`src/rtl/toy_pkg.sv`:
```
// Shared RISC_toy definitions: instruction/PC widths, bubble encoding and
// the fetch-stage state type.
package toy_pkg;

    localparam int unsigned INSTR_W = 32;
    localparam int unsigned PC_W    = 32;
    localparam int unsigned PC_STEP = 4;

    localparam logic [INSTR_W-1:0] NOP_INSTR = 32'h0000_0000;

    typedef enum logic {
        FS_RUN,
        FS_HOLD
    } fetch_state_e;

    // One fetched word together with the PC it came from.
    typedef struct packed {
        logic [INSTR_W-1:0] instr;
        logic [PC_W-1:0]    pc;
    } fetch_word_t;

    function automatic logic [PC_W-1:0] align_pc(input logic [PC_W-1:0] addr);
        return {addr[PC_W-1:2], 2'b00};
    endfunction

endpackage

```
`src/rtl/fetch_skid.sv`:
```
// One-entry {instr, pc} holding buffer that catches the word returning from
// memory while IF/ID is frozen by a stall.
module fetch_skid
    import toy_pkg::*;
(
    input  logic        clk,
    input  logic        rst_n,
    input  logic        load,
    input  logic        drain,
    input  logic        clear,
    input  fetch_word_t din,
    output logic        valid,
    output fetch_word_t dout
);

    logic        valid_q, valid_d;
    fetch_word_t data_q, data_d;

    // Clear (redirect flush) dominates a load, which dominates a drain.
    always_comb begin
        valid_d = valid_q;
        data_d  = data_q;
        if (clear) begin
            valid_d = 1'b0;
        end else if (load) begin
            valid_d = 1'b1;
            data_d  = din;
        end else if (drain) begin
            valid_d = 1'b0;
        end
    end

    always_ff @(posedge clk or negedge rst_n) begin
        if (!rst_n) begin
            valid_q <= 1'b0;
            data_q  <= '0;
        end else begin
            valid_q <= valid_d;
            data_q  <= data_d;
        end
    end

    assign valid = valid_q;
    assign dout  = data_q;

endmodule

```
`src/rtl/fetch_stage.sv`:
```
// Instruction-fetch stage: owns the PC, issues single-cycle memory requests,
// absorbs stalls through a one-entry skid and inserts bubbles on redirect.
module fetch_stage
    import toy_pkg::*;
#(
    parameter logic [31:0] RESET_PC = 32'h0000_0000
) (
    input  logic        CLK,
    input  logic        RSTn,
    output logic        IREQ,
    output logic [31:0] IADDR,
    input  logic [31:0] IRDATA,
    input  logic        STALL,
    input  logic        REDIRECT,
    input  logic [31:0] REDIRECT_PC,
    output logic [31:0] INSTR_D,
    output logic [31:0] PC_D,
    output logic        VALID_D
);

    fetch_state_e    state_q, state_d;
    logic [PC_W-1:0] pc_f_q, pc_f_d;
    logic            pend_q, pend_d;
    logic [PC_W-1:0] pend_pc_q, pend_pc_d;
    fetch_word_t     ifid_q, ifid_d;
    logic            ifid_v_q, ifid_v_d;

    logic            req_c;
    logic [PC_W-1:0] addr_c;
    logic            skid_load, skid_drain, skid_clear;
    logic            skid_valid;
    fetch_word_t     skid_word;
    fetch_word_t     ret_word;

    // Request side is combinational so the new target issues in the redirect cycle.
    always_comb begin
        req_c  = RSTn & (REDIRECT | ~STALL);
        addr_c = (RSTn & REDIRECT) ? align_pc(REDIRECT_PC) : pc_f_q;
    end

    assign IREQ  = req_c;
    assign IADDR = addr_c;

    assign ret_word.instr = IRDATA;
    assign ret_word.pc    = pend_pc_q;

    fetch_skid u_skid (
        .clk   (CLK),
        .rst_n (RSTn),
        .load  (skid_load),
        .drain (skid_drain),
        .clear (skid_clear),
        .din   (ret_word),
        .valid (skid_valid),
        .dout  (skid_word)
    );

    // Next-state logic: REDIRECT > STALL > normal flow.
    always_comb begin
        state_d    = state_q;
        pc_f_d     = pc_f_q;
        pend_d     = 1'b0;
        pend_pc_d  = pend_pc_q;
        ifid_d     = ifid_q;
        ifid_v_d   = ifid_v_q;
        skid_load  = 1'b0;
        skid_drain = 1'b0;
        skid_clear = 1'b0;

        if (req_c) begin
            pc_f_d    = addr_c + PC_W'(PC_STEP);
            pend_d    = 1'b1;
            pend_pc_d = addr_c;
        end

        if (REDIRECT) begin
            skid_clear   = 1'b1;
            ifid_d.instr = NOP_INSTR;
            ifid_d.pc    = '0;
            ifid_v_d     = 1'b0;
            state_d      = FS_RUN;
        end else if (STALL) begin
            state_d   = FS_HOLD;
            skid_load = pend_q;
        end else begin
            state_d = FS_RUN;
            if (skid_valid) begin
                ifid_d     = skid_word;
                ifid_v_d   = 1'b1;
                skid_drain = 1'b1;
            end else if (pend_q) begin
                ifid_d   = ret_word;
                ifid_v_d = 1'b1;
            end else begin
                ifid_d.instr = NOP_INSTR;
                ifid_d.pc    = '0;
                ifid_v_d     = 1'b0;
            end
        end
    end

    always_ff @(posedge CLK or negedge RSTn) begin
        if (!RSTn) begin
            state_q   <= FS_RUN;
            pc_f_q    <= RESET_PC;
            pend_q    <= 1'b0;
            pend_pc_q <= '0;
            ifid_q    <= '0;
            ifid_v_q  <= 1'b0;
        end else begin
            state_q   <= state_d;
            pc_f_q    <= pc_f_d;
            pend_q    <= pend_d;
            pend_pc_q <= pend_pc_d;
            ifid_q    <= ifid_d;
            ifid_v_q  <= ifid_v_d;
        end
    end

    assign INSTR_D = ifid_q.instr;
    assign PC_D    = ifid_q.pc;
    assign VALID_D = ifid_v_q;

    // A second word arriving while the skid is occupied would be lost.
    a_skid_single: assert property (@(posedge CLK) disable iff (!RSTn)
        !(skid_load && skid_valid));

    a_skid_hold: assert property (@(posedge CLK) disable iff (!RSTn)
        skid_valid |-> (state_q == FS_HOLD));

    a_no_pend_with_skid: assert property (@(posedge CLK) disable iff (!RSTn)
        (!STALL && !REDIRECT) |-> !(pend_q && skid_valid));

endmodule

```
`config.mk`:
```
export PLATFORM = sky130hd
export DESIGN_NAME = fetch_stage
export DESIGN_NICKNAME = d
export VERILOG_FILES = /design/src/rtl/toy_pkg.sv /design/src/rtl/fetch_skid.sv /design/src/rtl/fetch_stage.sv
export SDC_FILE = /design/constraint.sdc
export NUM_CORES = 1
export LEC_CHECK = 0
export ABC_AREA = 1
export CAP_MARGIN = 5
export CORE_MARGIN = 1
export CORE_UTILIZATION = 30
export DETAILED_ROUTE_END_ITERATION = 8
export PLACE_DENSITY_LB_ADDON = 0.1
export SETUP_SLACK_MARGIN = 0.4
export SLEW_MARGIN = 20
export SYNTH_ARGS = -nofsm -noshare
export SYNTH_HDL_FRONTEND = slang
export SYNTH_SLANG_ARGS = --single-unit
```
`constraint.sdc`:
```
create_clock -name CLK -period 1.6 [get_ports CLK]
set_input_delay 0.32 -clock CLK [delete_from_list [all_inputs] [get_ports CLK]]
set_output_delay 0.32 -clock CLK [all_outputs]
set_load 0.03 [all_outputs]
```
# Word-level counts from Yosys, hierarchy flattened
# Index checks and enable logic that the tools add are counted.
[word_totals]
regBits = 195
inputBits = 68
out_inout_bits = 98
[classes]
n_eq_ne = 1
n_reduce_logical = 2
bitwise_logic = 5
mux = 19
add_sub_neg = 1
[op_table]
columns = ["op", "n"]
rows = [
  ["$mux 64", 4],
  ["$add 32x3->32 const B", 1],
  ["$mux 32", 1],
  ["$mux 1", 14],
  ["$reduce_bool 3->1", 1],
  ["$and 1x1->1", 2],
  ["$ne 2x1->1 const B", 1],
  ["$not 1->1", 2],
  ["$reduce_and 2->1", 1],
  ["$or 1x1->1", 1],
]

# Longest topological paths before layout
# Gate-level depths: netlist of the first run.
[logic_depth]
ltp_word = 6
mapped_depth = 14
depth_no_buf = 13

# Hierarchy
# From an unflattened synthesis of the first run, not the netlist that was laid out.
[unflattened]
cells_unflattened = 1114
hier_area_um2 = 9220.1
[by_module_without_submodules]
columns = ["mod", "cells_each", "seq_area_each_um2", "instances", "area_each_um2"]
rows = [
  ["fetch_stage", 831, 3203.1, 1, 6632.6],
  ["fetch_skid", 283, 1626.6, 1, 2587.5],
]

# Least setup slack after synthesis of the first run
# OpenSTA, ideal clock, no wires.
[synth_path]
path_type = "in2reg"
start = "input port RSTn"
end = "register pc_f_q[28]"
setup_ps = 118
path_stages = 13
arrival_ps = 1846
slack_ps = -363
path_buffers = 1
path_cell_list = "nand2_2 buf_4 nand2_1 o21ai_2 inv_1 ha_1 nand2_1 nor2_2 nand2_2 nor2_1 nand3_1 nand3_1 nand2_1"
[synth_via]
elab_chain_cells = 3
word_cells_on_any_way = 4
[synth_rtl]
columns = ["element", "line", "source"]
rows = [
  ["start, declared", "fetch_stage.sv:9", "input logic RSTn,"],
  ["$and 1x1->1", "fetch_stage.sv:38", "addr_c = (RSTn & REDIRECT) ? align_pc(REDIRECT_PC) : pc_f_q;"],
  ["$mux 32", "fetch_stage.sv:38", ""],
  ["via IADDR[2]", "fetch_stage.sv:11", "output logic [31:0] IADDR,"],
  ["$add 32x3->32", "fetch_stage.sv:71", "pc_f_d = addr_c + PC_W'(PC_STEP);"],
  ["end signal, assigned", "fetch_stage.sv:112", "pc_f_q <= pc_f_d;"],
  ["end, declared", "fetch_stage.sv:22", "logic [PC_W-1:0] pc_f_q, pc_f_d;"],
]
# The timed path passes the listed nets, and every way through them passes these cells.
# A chain may end at the register's enable or synchronous reset.

# Worst setup path after layout of the first run
[layout_path]
start = "register pc_f_q[31]"
end = "output port IADDR[31]"
[layout_via]
elab_chain_cells = 1
[layout_rtl]
columns = ["element", "line"]
rows = [
  ["$mux 32", "fetch_stage.sv:38"],
  ["end, declared", "fetch_stage.sv:11"],
]
# No other way between the ends.

==> metrics.md, run 1 <==
| Metric | Value |
|---|---|
| Switching share of power | `31.7%` |
| Core area | `0.0288 sq mm` |
| Critical path data arrival time | `1.34 ns` |
| Via count | `8234` |
| Post-synthesis average cell area | `9.15 sq um` |
| IO Pins | `166` |
| Setup ws final | `-0.0575 ns` |
| Largest fanout on the critical path | `2` |
| TritonCTS clock tree | `yes` |
| Crit Reg-Reg Startpoint | `pc_f_q[2]` |
| Clock-pin slew on the worst setup and hold paths | `0.08 ns` |
| Peak supply drop | `0.694 mV` |
| Share of layout cells above drive strength 1 | `51.2%` |
| Net switching power | `0.00489 W` |
| First-pass GRT wire length | `45600 um` |
| Router iterations before antenna repair | `5` |
| Worst-margin pin slew | `0.663 ns` |
| CTS max path bufs | `2` |
| Comb power frac | `31.2%` |
| Drt drc | `0` |
| Final HPWL DP | `17500 um` |
| Gr ovfl total | `0` |
| FF+latch count, synth | `193` |
| GP Congestion | `0.869` |
| Fin Hold WS | `0.0412 ns` |
| Largest net degree at the start of global routing | `115` |
| Pleak | `7.30 nW` |
| Final Hold Viols | `0` |
| RSZ-0062 raised after global routing | `yes` |
| Overall global routing resource usage | `19.5%` |
| Int Power | `0.0106 W` |
| Clock Skews | `0.0145 ns` |
| Most used DFF post-synth | `dfrtp_1` |
| Die height | `173 um` |
| Power Dens Cells | `977 mW/mm^2` |
| Via/cell ratio | `4.69` |
| Synthesized area | `0.00881 sq mm` |
| Area delta synth->final | `79.4%` |
| Slew margin rel. | `55.8%` |
| Die ar. | `0.0301 sq mm` |
| CP required | `1.28 ns` |
| Worst Hold Class | `in2async` |
| Initial antenna violation count | `1` |
| Skew-Pair Late Insertion Delay | `0.43 ns` |
| Total power | `0.0154 W` |
| FP Rows | `62` |
| Area after DPL | `0.0119 sq mm` |
| YS warnings | `0` |
| Syn Inst Count | `963` |
| Final period util | `104%` |
| Post-synth EDFFs | `0` |
| Syn Nets | `1032` |
| Dpl cells | `1553` |
| ANT cells | `0` |
| Final wirelength | `30600 um` |
| Port Buffers | `163` |
| DIE WIDTH | `173 um` |
| FFs w/ async S/R, synth | `100%` |
| # setup viols final | `5` |
| Max Cap Viol | `0` |
| Status | `finished with violations` |
| Fin nets | `1429` |
| Routed Antenna Nets | `0` |
| CTS Buf Count | `17` |
| Worst setup startpoint | `pc_f_q[31]` |
| Crit path capture type | `output pin` |
| Clock period minus worst slack | `1.66 ns` |
| CTS root buf | `clkbuf_16` |
| Post-route insts no fill | `1757` |
| Initial core utilization | `30.6%` |
| Final slew viol count | `0` |
| Critical Path Start Type | `flop` |
| Part of the power in registers | `40.1%` |
| Failing checks | `negative setup slack` |
| H-Tree Depth | `4` |
| Vias in the first global route | `8017` |
| Distinct cells, synth | `33` |
| CTS Sinks | `193` |
| Seq/Total Area, Yosys | `54.8%` |
| WL/cell | `17.4 um` |
| Highest Clock Rate | `603 MHz` |
| Clock power frac | `28.7%` |
| Fillcell total | `2566` |
| Final instance area | `0.0158 sq mm` |
| Iteration-0 DRC Markers | `403` |
| WS Path Type | `reg2out` |
==> per-stage QoR <==
stage	utilization, %	TNS, ns	setup WS (ns)
after floorplan	-	-0.0625	-0.0302
after global placement	41.5	-35.76	-0.485
after detailed placement	41.5	-37.04	-0.523
after CTS	50.2	-0.222	-0.0678
after global routing	54.9	-1.39	-0.116
final	54.9	-0.137	-0.0575
==> cells in the final DEF, fill, tap and decap left out, drive strengths merged, types with 7 or more instances in the layout <==
master	instances
buf	357
nand2	288
dfrtp	193
o21ai	115
a22oi	65
nor2	63
clkdlybuf4s50	61
nand3	61
inv	59
mux2	44
clkbuf	31
o21bai	7
==> cell families after synthesis <==
| family | count (synthesis) | share of synthesized area (%) |
|---|---|---|
| AND/OR/NAND/NOR | 415 | 20.4 |
| adder cells (fa/ha/maj) | 1 | 0.142 |
| AO/OA/AOI/OAI | 198 | 13.6 |
| flip-flops | 193 | 54.8 |
| multiplexers | 44 | 5.62 |
| XOR/XNOR | 2 | 0.199 |
| buffers and inverters | 110 | 5.30 |
==> cell type report <==
| type | count | area (sq um) | share of cell area [%] |
|---|---|---|---|
| timing repair buffer | 434 | 4850 | 30.7 |
| multi-input combinational | 661 | 4850 | 30.6 |
| sequential | 193 | 4830 | 30.6 |
| tap | 384 | 480 | 3.04 |
| clock buffer | 20 | 447 | 2.83 |
| inverter | 53 | 209 | 1.32 |
| clock inverter | 12 | 148 | 0.934 |
==> registers in the layout (all words and copies together) (netlist names) <==
signal and cells:
u_skid.valid 1, u_skid.dout 64, pend_q 1, pc_f_q 32
PC_D 32, pend_pc_q 30, VALID_D 1, INSTR_D 32
==> worst max-delay path, stage by stage, from the launching register on <==
cell and delay, ns:
dfrtp_1 0.38, or2_4 0.24, o21ai_4 0.07, inv_2 0.09, buf_12 0.14
==> worst paths after layout <==
kind                                    to  slack (ns)  depth (start not counted)
hold reg to reg                 pc_f_q[21]        0.50                          2
setup / recovery                 IADDR[31]       -0.06                          4
hold / removal                  pc_f_q[14]        0.04                          3
max in group asynchronous  u_skid.dout[31]        0.61                          4
setup reg to reg                pc_f_q[25]       -0.02                         12
min in group CLK              u_skid.valid        0.44                          7
==> repair_timing <==
action / 4_1_cts / 5_1_grt
gates resized for setup: 683 / 248
setup endpoints to repair: 277 / 259
hold buffers: 4 / 0
buffers inserted: 95 / 50
pin swaps: 105 / 103
cloned: 12 / 11
endpoints found under the hold margin: 39 / 0
==> power by group through the flow <==
stage               sequential, W  clock, W  combinational [W]
finish                    0.00620   0.00443            0.00482
CTS                       0.00607   0.00456            0.00421
floorplan                 0.00613         0            0.00179
global placement          0.00607         0            0.00330
global route              0.00628   0.00473            0.00516
detailed placement        0.00609         0            0.00332
==> synth_stat cells, types with 3 or more instances <==
master / number / area, sq um
o21bai_1: 7 / 52.6
nand3_1: 58 / 290
nor2_2: 10 / 62.6
nor2_1: 49 / 184
clkbuf_1: 34 / 128
buf_4: 4 / 30.0
a21oi_1: 3 / 15.0
buf_6: 3 / 33.8
nand2_2: 23 / 144
buf_2: 13 / 65.1
a22oi_1: 65 / 488
nor2_4: 4 / 45.0
o211ai_1: 6 / 45.0
nand2_1: 262 / 983
dfrtp_1: 193 / 4830
buf_1: 3 / 11.3
o21ai_0: 114 / 571
inv_1: 51 / 191
mux2_2: 44 / 495
==> routing by layer <==
| layer | track usage (%) | vias to the layer above | wire length (um) |
|---|---|---|---|
| met5 | 0 | - | 0 |
| met4 | 4.09 | 0 | 323 |
| met3 | 3.38 | 19 | 1320 |
| met2 | 30.9 | 186 | 14600 |
| met1 | 27.7 | 3992 | 14400 |
| li1 | - | 4037 | - |
No activity file was read; power rests on OpenSTA's default activity.
==> run 2, diff against run 1 <==
CTS_CLUSTER_DIAMETER = 50   (was not set)
DONT_BUFFER_PORTS = 1   (was not set)
clock period = 1.7 ns   (was 1.6 ns; I/O delays follow)
==> run 2 against run 1 <==
  * The flow finishes with violations (negative hold slack, negative setup slack)
  * Clock-buffer cell count up 2
  * Register-to-register slack better by 0.08 ns
  * Sequential power shrank 4.7%
  * Flip-flop and latch count did not move
  * First-iteration DRC count is 11% lower
  * Utilization is 11 points lower
  * Critical endpoint is now IADDR[22]
==> metrics.md, run 2 (synthesis results as in run 1) <==
| Metric | Value |
|---|---|
| Status | `finished with violations` |
| Failing checks | `negative hold slack, negative setup slack` |
| Clock Skews | `0.00698 ns` |
| ANT cells | `0` |
| CTS Sinks | `193` |
| Final slew viol count | `0` |
| Initial core utilization | `30.6%` |
| Final TNS setup | `-0.784 ns` |
| WL/cell | `18.4 um` |
| Max FFs per register | `64` |
| WS Path Type | `in2out` |
| Skew-Pair Late Insertion Delay | `0.43 ns` |
| Final period util | `105%` |
| Crit path to | `IADDR[22]` |
| Highest Clock Rate | `560 MHz` |
| Worst r2r dst | `pc_f_q[30]` |
| Post-route insts no fill | `1492` |
| Port Buffers | `0` |
| Vias in the first global route | `7057` |
| Part of the power in registers | `44.7%` |
| CTS max path bufs | `2` |
| Most common cell after layout, fill and taps aside | `nand2_1` |
| Most used cell, CP | `buf_6` |
| Critical Path Start Type | `input pin` |
| Power Dens Cells | `1050 mW/mm^2` |
| Clock power frac | `31.6%` |
| H-Tree Depth | `4` |
| Dpl cells | `1380` |
| Setup ws final | `-0.0842 ns` |
| DIE WIDTH | `173 um` |
| RSZ-0062 raised after global routing | `yes` |
| CTS root buf | `clkbuf_16` |
| Drt drc | `0` |
| Final HPWL DP | `15900 um` |
| Final Hold Viols | `193` |
| Net switching power | `0.00401 W` |
| Iteration-0 DRC Markers | `359` |
| Critical path data arrival time | `1.44 ns` |
| Worst Hold Class | `in2async` |
| Slowest-stage cell, CP | `nand2_8` |
| Routed Antenna Nets | `0` |
| # setup viols final | `16` |
| Max Cap Viol | `0` |
| Crit path capture type | `output pin` |
| Share of layout cells above drive strength 1 | `47.6%` |
| Most frequent cells in the layout | `nand2_1, dfrtp_1, buf_4` |
| GP Congestion | `0.794` |
| CP Cell Sequence | `nand2_8 > buf_6 > nand2_2 > nand2_8 > buf_6 > buf_6` |
| Switching share of power | `30.3%` |
| Area delta synth->final | `42.6%` |
| Initial antenna violation count | `0` |
| IO Pins | `166` |
| Die height | `173 um` |
| Largest net degree at the start of global routing | `225` |
| Crit Reg-Reg Startpoint | `pc_f_q[2]` |
| Core area | `0.0288 sq mm` |
| Sequential Area | `0.00491 sq mm` |
| Peak supply drop | `0.655 mV` |
| Clock period minus worst slack | `1.78 ns` |
| FP Rows | `62` |
| Via count | `7180` |
| Worst setup startpoint | `RSTn` |
| Clock-pin slew on the worst setup and hold paths | `0.06 ns` |
| Die ar. | `0.0301 sq mm` |
| R2R Setup Slk | `0.06 ns` |
| Fin nets | `1165` |
| Overall global routing resource usage | `17.4%` |
| Router iterations before antenna repair | `4` |
| CP required | `1.36 ns` |
| Slew margin rel. | `61.7%` |
| Crit-path max cell delay | `0.28 ns` |
| Worst-margin pin slew | `0.574 ns` |
| Pleak | `5.38 nW` |
| Post-layout util | `43.7%` |
| Via/cell ratio | `4.81` |
| Fillcell total | `2811` |
| Gr ovfl total | `0` |
| First-pass GRT wire length | `40900 um` |
| Int Power | `0.00920 W` |
| Fin Hold WS | `-0.387 ns` |
| Final wirelength | `27500 um` |
| Comb power frac | `23.6%` |
| Largest fanout on the critical path | `225` |
| TritonCTS clock tree | `yes` |
| CTS Buf Count | `17` |
| Area of the multi-input gates | `0.00452 sq mm` |
| Worst r2r path cells | `13` |
==> run 2: power by group through the flow <==
| stage | clock (W) | combinational, W | sequential [W] |
|---|---|---|---|
| 6_report | 0.00418 | 0.00312 | 0.00591 |
| 3_3_place_gp | 0 | 0.00229 | 0.00587 |
| 4_1_cts | 0.00433 | 0.00279 | 0.00583 |
| 2_1_floorplan | 0 | 0.00167 | 0.00577 |
| 3_5_place_dp | 0 | 0.00231 | 0.00588 |
| 5_1_grt | 0.00446 | 0.00340 | 0.00598 |
==> run 2: cell type report <==
| type | instances | share of cell area, % |
|---|---|---|
| Sequential cell | 193 | 39.1 |
| Multi-Input combinational cell | 662 | 36.0 |
| Timing Repair Buffer | 169 | 14.6 |
| Tap cell | 384 | 3.82 |
| Clock buffer | 22 | 3.69 |
| Inverter | 53 | 1.70 |
| Clock inverter | 9 | 1.05 |
==> run 2: worst max-delay path: cells and delay by family <==
family        cells  cell delay, ns
simple gates      3            0.45
buf+inv           3            0.39
==> run 2: metal layers <==
metal,vias up,GRT usage (%),part of all wire [%]
li1,3493,-,-
met1,3540,24.6,48
met2,135,26.9,47
met3,12,3.42,3.9
met4,0,5.35,0.64
met5,-,0,0
==> run 2: how the worst min path moves through the flow <==
stage / from / endpoint / slack [ns] / cells after the start
5_1_grt: RSTn / INSTR_D[27] / -0.41 / 0
4_1_cts: RSTn / INSTR_D[19] / -0.42 / 0
3_3_place_gp: RSTn / INSTR_D[27] / 0.05 / 0
6_report: RSTn / INSTR_D[27] / -0.39 / 0
2_1_floorplan: RSTn / INSTR_D[0] / 0.04 / 0
3_5_place_dp: RSTn / INSTR_D[27] / 0.06 / 0
==> run 2: stage by stage <==
stage	total power [W]	instance area [sq um]	worst slack, ns
CTS	0.0129	11600	0.0801
detailed placement	0.00819	10100	-0.152
finish	0.0132	12600	-0.0842
global placement	0.00816	10100	-0.118
global route	0.0138	12600	-0.0144
floorplan	0.00744	9230	0.0498
==> run 2: what timing repair did <==
| action | in CTS | in global routing |
|---|---|---|
| setup endpoints to repair | 129 | 164 |
| cloned | 2 | 10 |
| resized for setup | 179 | 193 |
| endpoints found under the hold margin | 193 | 193 |
| buffers inserted | 49 | 20 |
| pin swaps | 73 | 136 |
==> run 3, diff against run 2 <==
SLEW_MARGIN = not set   (was 20)
==> results of run 3 <==
Final layout, timing and power as in run 2 (identical DEF).
